===== config.mk =====
export PLATFORM = sky130hd
export DESIGN_NAME = uart_bus_bridge
export DESIGN_NICKNAME = d
export VERILOG_FILES = /design/src/rtl/uart_bus_bridge_pkg.sv /design/src/rtl/uart_bus_bridge_phy.sv /design/src/rtl/uart_bus_bridge.sv
export SDC_FILE = /design/constraint.sdc
export NUM_CORES = 1
export LEC_CHECK = 0
export BUFFER_PORTS_ARGS = -buffer_cell sky130_fd_sc_hd__buf_2
export CAP_MARGIN = 40
export CORE_ASPECT_RATIO = 0.9
export CORE_UTILIZATION = 40
export CTS_BUF_LIST = sky130_fd_sc_hd__clkbuf_4 sky130_fd_sc_hd__clkbuf_8
export DETAILED_ROUTE_END_ITERATION = 12
export PLACE_DENSITY = 0.67
export SYNTH_ARGS = -nofsm -noshare
export SYNTH_HDL_FRONTEND = slang
export SYNTH_SLANG_ARGS = --single-unit
export TNS_END_PERCENT = 1

===== constraint.sdc =====
create_clock -name clk_i -period 6.2 [get_ports clk_i]
set_input_delay 1.24 -clock clk_i [delete_from_list [all_inputs] [get_ports clk_i]]
set_output_delay 1.24 -clock clk_i [all_outputs]
set_load 0.1 [all_outputs]

===== src/rtl/uart_bus_bridge_pkg.sv =====
// Shared command bytes, frame lengths and state encodings for the
// UART-driven register bus initiator.
package uart_bus_bridge_pkg;

   localparam logic [7:0] CMD_WR = 8'h57;
   localparam logic [7:0] CMD_RD = 8'h52;
   localparam logic [7:0] RSP_OK = 8'h4B;

   localparam int unsigned ADDR_BYTES    = 4;
   localparam int unsigned DATA_BYTES    = 4;
   localparam int unsigned RD_RESP_BYTES = 4;
   localparam int unsigned WR_RESP_BYTES = 1;

   typedef enum logic [3:0] {
      IDLE,
      CMD,
      ADDR,
      DATA,
      BUS_WR,
      BUS_RD,
      RD_CAP,
      RESP,
      DRAIN
   } state_t;

   typedef enum logic [1:0] {
      RX_IDLE,
      RX_START,
      RX_DATA,
      RX_STOP
   } rx_state_t;

endpackage


===== src/rtl/uart_bus_bridge_phy.sv =====
// 8N1 serial byte receiver and transmitter with an input synchronizer.
// The transmitter accepts the next byte in the final stop-bit cycle so bytes go out gap-free.
module uart_bus_bridge_phy #(
   parameter int unsigned CLKS_PER_BIT = 868
) (
   input  logic       clk_i,
   input  logic       rst_i,
   input  logic       rx,
   output logic       tx,
   output logic [7:0] rx_byte,
   output logic       rx_valid,
   output logic       rx_ferr,
   input  logic [7:0] tx_byte,
   input  logic       tx_start,
   output logic       tx_busy
);
   import uart_bus_bridge_pkg::*;

   localparam int unsigned   CW        = $clog2(CLKS_PER_BIT);
   localparam logic [CW-1:0] BIT_LAST  = CW'(CLKS_PER_BIT - 1);
   localparam logic [CW-1:0] HALF_LAST = CW'(CLKS_PER_BIT / 2 - 1);

   rx_state_t     rx_state, rx_state_n;
   logic          rx_meta, rx_sync, rx_prev;
   logic [CW-1:0] rx_cnt;
   logic [2:0]    rx_bit;
   logic [7:0]    rx_shift;
   logic          rx_tick_half, rx_tick_bit;

   logic [9:0]    tx_shift;
   logic [CW-1:0] tx_cnt;
   logic [3:0]    tx_left;
   logic          tx_active;

   assign rx_tick_half = (rx_cnt == HALF_LAST);
   assign rx_tick_bit  = (rx_cnt == BIT_LAST);

   always_ff @(posedge clk_i or posedge rst_i) begin
      if (rst_i) begin
         rx_meta <= 1'b1;
         rx_sync <= 1'b1;
         rx_prev <= 1'b1;
      end else begin
         rx_meta <= rx;
         rx_sync <= rx_meta;
         rx_prev <= rx_sync;
      end
   end

   always_comb begin
      rx_state_n = rx_state;
      case (rx_state)
         RX_IDLE:  if (rx_prev && !rx_sync) rx_state_n = RX_START;
         RX_START: if (rx_tick_half) rx_state_n = rx_sync ? RX_IDLE : RX_DATA;
         RX_DATA:  if (rx_tick_bit && rx_bit == 3'd7) rx_state_n = RX_STOP;
         RX_STOP:  if (rx_tick_bit) rx_state_n = RX_IDLE;
         default:  rx_state_n = RX_IDLE;
      endcase
   end

   // The bit counter restarts on every state change so each sample lands one
   // full bit after the previous one, starting from the mid-start check.
   always_ff @(posedge clk_i or posedge rst_i) begin
      if (rst_i) begin
         rx_state <= RX_IDLE;
         rx_cnt   <= '0;
         rx_bit   <= '0;
         rx_shift <= '0;
         rx_byte  <= '0;
         rx_valid <= 1'b0;
         rx_ferr  <= 1'b0;
      end else begin
         rx_state <= rx_state_n;
         rx_valid <= 1'b0;
         rx_ferr  <= 1'b0;
         if (rx_state == RX_IDLE || rx_state_n != rx_state || rx_tick_bit)
            rx_cnt <= '0;
         else
            rx_cnt <= rx_cnt + 1'b1;
         if (rx_state == RX_START)
            rx_bit <= '0;
         if (rx_state == RX_DATA && rx_tick_bit) begin
            rx_shift <= {rx_sync, rx_shift[7:1]};
            rx_bit   <= rx_bit + 1'b1;
         end
         if (rx_state == RX_STOP && rx_tick_bit) begin
            if (rx_sync) begin
               rx_byte  <= rx_shift;
               rx_valid <= 1'b1;
            end else begin
               rx_ferr <= 1'b1;
            end
         end
      end
   end

   assign tx_busy = tx_active && !(tx_left == '0 && tx_cnt == BIT_LAST);
   assign tx      = tx_shift[0];

   always_ff @(posedge clk_i or posedge rst_i) begin
      if (rst_i) begin
         tx_shift  <= '1;
         tx_cnt    <= '0;
         tx_left   <= '0;
         tx_active <= 1'b0;
      end else if (tx_start && !tx_busy) begin
         tx_shift  <= {1'b1, tx_byte, 1'b0};
         tx_cnt    <= '0;
         tx_left   <= 4'd9;
         tx_active <= 1'b1;
      end else if (tx_active) begin
         if (tx_cnt == BIT_LAST) begin
            tx_cnt   <= '0;
            tx_shift <= {1'b1, tx_shift[9:1]};
            if (tx_left == '0)
               tx_active <= 1'b0;
            else
               tx_left <= tx_left - 1'b1;
         end else begin
            tx_cnt <= tx_cnt + 1'b1;
         end
      end
   end

endmodule


===== src/rtl/uart_bus_bridge.sv =====
// UART command frames in, single 32-bit register bus transactions out,
// with the response returned on the serial line.
module uart_bus_bridge #(
   parameter int unsigned CLKS_PER_BIT = 868,
   parameter int unsigned TIMEOUT_CLKS = 1000000
) (
   input  logic        clk_i,
   input  logic        rst_i,
   output logic        write_o,
   output logic [3:0]  data_be_o,
   output logic [31:0] addr_o,
   output logic [31:0] wdata_o,
   input  logic [31:0] rdata_i,
   input  logic        rx,
   output logic        tx,
   output logic        busy_o,
   output logic        err_o
);
   import uart_bus_bridge_pkg::*;

   localparam int unsigned   TW      = $clog2(TIMEOUT_CLKS + 1);
   localparam logic [TW-1:0] TO_LAST = TW'(TIMEOUT_CLKS - 1);

   state_t        state, state_n;
   logic [7:0]    cmd_q;
   logic [31:0]   addr_sr, data_sr, resp_sr;
   logic [2:0]    byte_cnt, resp_left;
   logic [TW-1:0] to_cnt;
   logic          timeout, addr_done, data_done, err_n, bus_active;
   logic [7:0]    rx_byte, tx_byte;
   logic          rx_valid, rx_ferr, tx_start, tx_busy;

   uart_bus_bridge_phy #(
      .CLKS_PER_BIT(CLKS_PER_BIT)
   ) u_phy (
      .clk_i   (clk_i),
      .rst_i   (rst_i),
      .rx      (rx),
      .tx      (tx),
      .rx_byte (rx_byte),
      .rx_valid(rx_valid),
      .rx_ferr (rx_ferr),
      .tx_byte (tx_byte),
      .tx_start(tx_start),
      .tx_busy (tx_busy)
   );

   assign addr_done = rx_valid && (byte_cnt == 3'(ADDR_BYTES - 1));
   assign data_done = rx_valid && (byte_cnt == 3'(DATA_BYTES - 1));
   assign timeout   = !rx_valid && (to_cnt == TO_LAST);

   always_comb begin
      state_n  = state;
      err_n    = 1'b0;
      tx_start = 1'b0;
      tx_byte  = RSP_OK;
      case (state)
         IDLE: begin
            if (rx_valid)     state_n = CMD;
            else if (rx_ferr) err_n   = 1'b1;
         end
         CMD: begin
            if (cmd_q == CMD_WR || cmd_q == CMD_RD) begin
               state_n = ADDR;
            end else begin
               err_n   = 1'b1;
               state_n = IDLE;
            end
         end
         ADDR: begin
            if (rx_ferr || timeout) begin
               err_n   = 1'b1;
               state_n = IDLE;
            end else if (addr_done) begin
               state_n = (cmd_q == CMD_WR) ? DATA : BUS_RD;
            end
         end
         DATA: begin
            if (rx_ferr || timeout) begin
               err_n   = 1'b1;
               state_n = IDLE;
            end else if (data_done) begin
               state_n = BUS_WR;
            end
         end
         BUS_WR: begin
            tx_start = 1'b1;
            tx_byte  = RSP_OK;
            state_n  = RESP;
         end
         BUS_RD: state_n = RD_CAP;
         RD_CAP: begin
            tx_start = 1'b1;
            tx_byte  = rdata_i[31:24];
            state_n  = RESP;
         end
         RESP: begin
            if (resp_left == '0) begin
               state_n = DRAIN;
            end else if (!tx_busy) begin
               tx_start = 1'b1;
               tx_byte  = resp_sr[31:24];
            end
         end
         DRAIN:   if (!tx_busy) state_n = IDLE;
         default: state_n = IDLE;
      endcase
   end

   always_ff @(posedge clk_i or posedge rst_i) begin
      if (rst_i) begin
         state     <= IDLE;
         err_o     <= 1'b0;
         cmd_q     <= '0;
         addr_sr   <= '0;
         data_sr   <= '0;
         resp_sr   <= '0;
         byte_cnt  <= '0;
         resp_left <= '0;
         to_cnt    <= '0;
      end else begin
         state <= state_n;
         err_o <= err_n;
         if (state == IDLE && rx_valid)
            cmd_q <= rx_byte;
         if (state_n != state)
            byte_cnt <= '0;
         else if ((state == ADDR || state == DATA) && rx_valid)
            byte_cnt <= byte_cnt + 1'b1;
         if (state == ADDR && rx_valid)
            addr_sr <= {addr_sr[23:0], rx_byte};
         if (state == DATA && rx_valid)
            data_sr <= {data_sr[23:0], rx_byte};
         if ((state == ADDR || state == DATA) && !rx_valid)
            to_cnt <= to_cnt + 1'b1;
         else
            to_cnt <= '0;
         // First read byte goes straight from rdata_i; the rest queue here.
         if (state == BUS_WR) begin
            resp_left <= 3'(WR_RESP_BYTES - 1);
         end else if (state == RD_CAP) begin
            resp_sr   <= {rdata_i[23:0], 8'h00};
            resp_left <= 3'(RD_RESP_BYTES - 1);
         end else if (state == RESP && tx_start) begin
            resp_sr   <= {resp_sr[23:0], 8'h00};
            resp_left <= resp_left - 1'b1;
         end
      end
   end

   assign bus_active = (state == BUS_WR) || (state == BUS_RD) || (state == RD_CAP);
   assign write_o    = (state == BUS_WR);
   assign data_be_o  = bus_active ? 4'hF : 4'h0;
   assign addr_o     = bus_active ? addr_sr : '0;
   assign wdata_o    = write_o ? data_sr : '0;
   assign busy_o     = (state != IDLE);

endmodule


# [Yosys cells after proc, flatten, opt, wreduce, memory -nomap -nowiden]
# Index checks and enable logic that the tools add are counted.
[word_totals] regBits=196 inputBits=35 output_inout_bits=72 word_cells=155
[classes] n_addsub=7 n_eq_ne=22 n_mux=59 bitwise=1 reduce_logical=43
[op_table] cell="32-bit two-way mux" count=4
[op_table] cell="10-bit two-way mux" count=7
[op_table] cell="4-bit two-way mux" count=12
[op_table] cell="4-bit case mux with 8 select lines" count=1
[op_table] cell="3-bit two-way mux" count=8
[op_table] cell="10-bit by 1-bit adder with 10-bit output (second input constant)" count=2
[op_table] cell="20-bit by 1-bit adder with 20-bit output (second input constant)" count=1
[op_table] cell="10-bit equality test (second input constant)" count=2
[op_table] cell="20-bit equality test (second input constant)" count=1
[op_table] cell="20-bit two-way mux" count=1
[op_table] cell="4-bit by 3-bit equality test with 1-bit output (second input constant)" count=4
[op_table] cell="8-bit by 7-bit equality test with 1-bit output (second input constant)" count=2
[op_table] cell="8-bit two-way mux" count=2
[op_table] cell="8-bit case mux with 2 select lines" count=1
[op_table] cell="1-bit logical AND" count=15
[op_table] cell="1-bit two-way mux" count=14
[op_table] cell="2-bit two-way mux" count=6
[op_table] cell="10-bit by 9-bit equality test with 1-bit output (second input constant)" count=1
[op_table] cell="2-bit nonzero test" count=5
[op_table] cell="4-bit by 2-bit equality test with 1-bit output (second input constant)" count=2
[op_table] cell="4-bit logical NOT" count=2
[op_table] cell="2-bit case mux with 4 select lines" count=1
[op_table] cell="1-bit logical OR" count=7
[op_table] cell="3-bit by 1-bit adder with 3-bit output (second input constant)" count=2
[op_table] cell="other kinds (22)" count=29

# [Logic depth before layout (Yosys ltp)]
[logic_depth] word_depth=11 ltp_mapped=9 depth_no_buf=7

# [Modules after synthesis]
# Synthesis repeated with hierarchy kept, for this count alone.
[hier_totals] cells_unflattened=801 hier_area_um2=9033.7
[by_module_without_submodules] mod="uart_bus_bridge" n_inst=1 cells_per_inst=546 area_per_inst_um2=6192.2 seq_area_each_um2=3178.0
[by_module_without_submodules] mod="uart_bus_bridge_phy" n_inst=1 cells_per_inst=255 area_per_inst_um2=2841.5 seq_area_each_um2=1516.5

# [Worst setup path before layout]
# Ideal clock, no wire load.
[synth_timing] kind="register to output" from="register state[0]" to="output wdata_o[23]" t_arrival_ns=3.076 required_ns=4.960 path_slack_ns=1.884 path_stages_with_launch=8 path_buffers=3 path_cell_list="dfrtp_1 clkbuf_1 inv_1 clkbuf_1 nand2_1 nor2_1 clkbuf_1 and2_1"
[synth_via] elab_chain_cells=2
[synth_rtl] element="start: declaration" line_no="uart_bus_bridge.sv:24" source="state_t state, state_n;"
[synth_rtl] element="start signal: assignment" line_no="uart_bus_bridge.sv:122" source="state <= state_n;"
[synth_rtl] element="4-bit by 3-bit equality test with 1-bit output" line_no="uart_bus_bridge.sv:152" source="assign write_o = (state == BUS_WR);"
[synth_rtl] element="net write_o" line_no="uart_bus_bridge.sv:9" source="output logic write_o,"
[synth_rtl] element="32-bit two-way mux" line_no="uart_bus_bridge.sv:155" source="assign wdata_o = write_o ? data_sr : '0;"
[synth_rtl] element="end: declaration" line_no="uart_bus_bridge.sv:12" source="output logic [31:0] wdata_o,"
# The timed path passes the listed nets, and every way through them passes these cells.

# [Worst setup path in the final report]
[layout_timing] from="register state[0]" to="output wdata_o[20]"
[layout_via] elab_chain_cells=2
[layout_rtl] element="4-bit by 3-bit equality test with 1-bit output" line_no="uart_bus_bridge.sv:152"
[layout_rtl] element="32-bit two-way mux" line_no="uart_bus_bridge.sv:155"
# Every way passes these cells.

==> results_dict.tcl <==
set metrics [dict create \
    ant_nets 0 \
    final_layout_size_suffix_gt1_share_pct 33.8 \
    root_buffer "clkbuf_8" \
    fin_crit_ns 3.78 \
    final_common_cell "dfrtp_1" \
    yosysSeqAreaShare_pct 52.2 \
    status "finished clean" \
    synth_cell_types 62 \
    hpwl_mm 12.0 \
    cp_slowest_stage_delay_ns 0.59 \
    synth_fa_ha_area_share_pct 1.67 \
    rows 51 \
    wl_per_cell_um 15.2 \
    cts_hold_buf 0 \
    arrival_ns 2.54 \
    crit_path_start_kind "flip-flop" \
    tightest_slew_ns 0.977 \
    rsz0062_at_grt "false" \
    viasPerCell 5.18 \
    n_antenna_cell 0 \
    io_buffers 106 \
    cp_max_fo 33 \
    place_area_um2 9840 \
    hold_viol_final 0 \
    powerDensity_nw_per_um2 217 \
    slew_headroom_pct 34.9 \
    initial_core_util_pct 41.2 \
    clk_pin_slew_worst_paths_ns 0.10 \
    htree_levels 4 \
    synthDominantAreaCellType "dfrtp_1" \
    die_x_um 160 \
    fillers 2051 \
    synth-edff-count 0 \
    setup_tns_ns 0 \
    syn-mean-instance-area_um2 11.4 \
    crit_chain "inv_1 -> nand2_1 -> nor2_2 -> buf_8 -> and2_1 -> buf_2" \
    crit_type "reg2out" \
    drc 0 \
    synth_top_family_by_area "simple AND/OR/NAND/NOR gates" \
    gp_congestion 0.822 \
    finalMaxSlewViolations 0 \
    num_io_pins 107 \
    final_cell_area_um2 10300 \
    p_leak_nw 5.16 \
    clock_skew_ns 0.0201 \
    area_growth_pct 14.3 \
    worstPathRequired_ns 4.96 \
    vias 6131 \
    synth_seq_cells 187 \
    cts_tree "done" \
    grt_usage_pct 16.1 \
    drv_cap 0 \
    ir_worst_vdd_mv 0.133 \
    fp.dieH_um 144 \
    post_cts_buffers 0 \
    synthesis.nets 837 \
    ctsResizeCount 0 \
    fmax_mhz 265 \
    grt_pass1_vias 5678 \
    r2r_setup_slack_ns 3.47 \
    synth_cells 790 \
    drt_first_pass_iters 6 \
    antenna_found_initial 0 \
    setup_viol 0 \
    yosys.area.top_type_share_pct 48.7 \
    syn_area_um2 8990 \
    overflow 0 \
    ys_top_cells_by_area "dfrtp_1, mux2_2, dfstp_2" \
    grt_max_degree 188 \
    synth_compound_area_share_pct 7.65 \
    ys.flop_type "dfrtp_1" \
    drtIter0Drc 446 \
    synthMuxAreaShare_pct 16.1 \
    min_period_over_period_pct 60.9 \
    wirelength_mm 18.0 \
    yosys.area_share.simple_pct 16.4 \
    clock_path_buffers 2 \
    layout_common_cells "dfrtp_1, mux2_2, buf_2" \
    slowest_stage "dfrtp_1" \
    hold_path.class "reg2reg" \
    final_nets 927 \
    design.core.area_um2 21800 \
    cts_made_buffers 17 \
    die_area_um2 23100 \
    critPathCaptureType "output port" \
    cts.sinks 187 \
    synthArstFlopShare_pct 100 \
    clkLatencyLatePin_ns 0.49 \
    grt_pass1_wl_mm 29.6 \
    synthXorXnorAreaFrac_pct 2.73 \
    yosys_warnings 0 \
]
[metal layers]
metal | GRT usage (%) | routed length, um
met4 | 5.11 | 246
met1 | 23.1 | 8990
met5 | 0 | 0
met2 | 23.9 | 8120
met3 | 4.10 | 692
[power breakdown]
group / total (mW) / internal, mW / switching [mW]
Clock: 0.885 / 0.399 / 0.486
Combinational: 0.0876 / 0.0357 / 0.0519
Sequential: 1.26 / 1.24 / 0.0225
Total: 2.23 / 1.67 / 0.561
[final timing paths]
path / cells past startpoint / end / startpoint
worst max-delay path: 6 / wdata_o[20] / state[0]
worst min register to register: 0 / u_phy.rx_sync / u_phy.rx_meta
max in group asynchronous: 3 / addr_sr[0] / rst_i
worst min-delay path: 0 / u_phy.rx_sync / u_phy.rx_meta
min in group asynchronous: 3 / data_sr[16] / rst_i
worst max register to register: 7 / u_phy.tx_shift[5] / u_phy.tx_left[0]
[state kept, by name, indices dropped and copies added, names as in the netlist, 3 cells and up]
register / cells
addr_sr: 32
byte_cnt: 3
cmd_q: 8
data_sr: 32
resp_left: 3
resp_sr: 24
state: 4
to_cnt: 20
u_phy.rx_bit: 3
u_phy.rx_byte: 8
u_phy.rx_cnt: 10
u_phy.rx_shift: 8
u_phy.tx_cnt: 10
u_phy.tx_left: 4
u_phy.tx_shift: 9
[critical path, delay by kind of cell (launching register included)]
family                 cells  cell delay (ns)
buffers and inverters      3             0.96
DFF                        1             0.59
and+or+nand+nor            3             0.51
[cell usage after synthesis, drive strengths merged, types with 10 or more instances]
library cell / n
nand2: 46
or3: 12
o21ai: 21
clkbuf: 25
xnor2: 15
nor3: 11
dfstp: 12
dfrtp: 175
inv: 22
ha: 12
xor2: 13
nand3: 15
or4: 11
and3: 36
nor2: 53
and2: 37
a22o: 14
mux2: 121
nand4: 10
a21oi: 32
buf: 20
[cell type report]
| type | instances | area, um2 | share of cell area (%) |
|---|---|---|---|
| timing repair buffer | 116 | 666 | 6.48 |
| tap | 291 | 364 | 3.54 |
| inverter | 22 | 86.3 | 0.840 |
| clock buffer | 19 | 262 | 2.54 |
| clock inverter | 13 | 183 | 1.78 |
| multi-input combinational | 536 | 4030 | 39.2 |
| sequential | 187 | 4690 | 45.7 |
[cell families (layout without fill, tap and decap cells)]
| kind of cell | count (synthesis) | in the layout |
|---|---|---|
| AND/OR/NAND/NOR | 269 | 269 |
| flip-flops | 187 | 187 |
| multiplexers | 125 | 125 |
| AO/OA/AOI/OAI | 102 | 102 |
| buffers and inverters | 67 | 170 |
| XOR/XNOR | 28 | 28 |
| adder cells (fa/ha/maj) | 12 | 12 |
[stage by stage]
stage	util (%)	hold WS, ns	total power, mW	setup slack (ns)	cells
final	47.1	0.364	2.23	2.42	1184
after global routing	47.1	0.373	2.32	2.26	1184
after CTS	47.1	0.366	2.26	2.38	1184
after detailed placement	45.1	0.350	1.37	2.93	1152
after global placement	44.7	0.348	1.37	2.58	1148
after floorplan	-	0.345	1.34	1.88	790
Power figures use the tool's default switching activity.
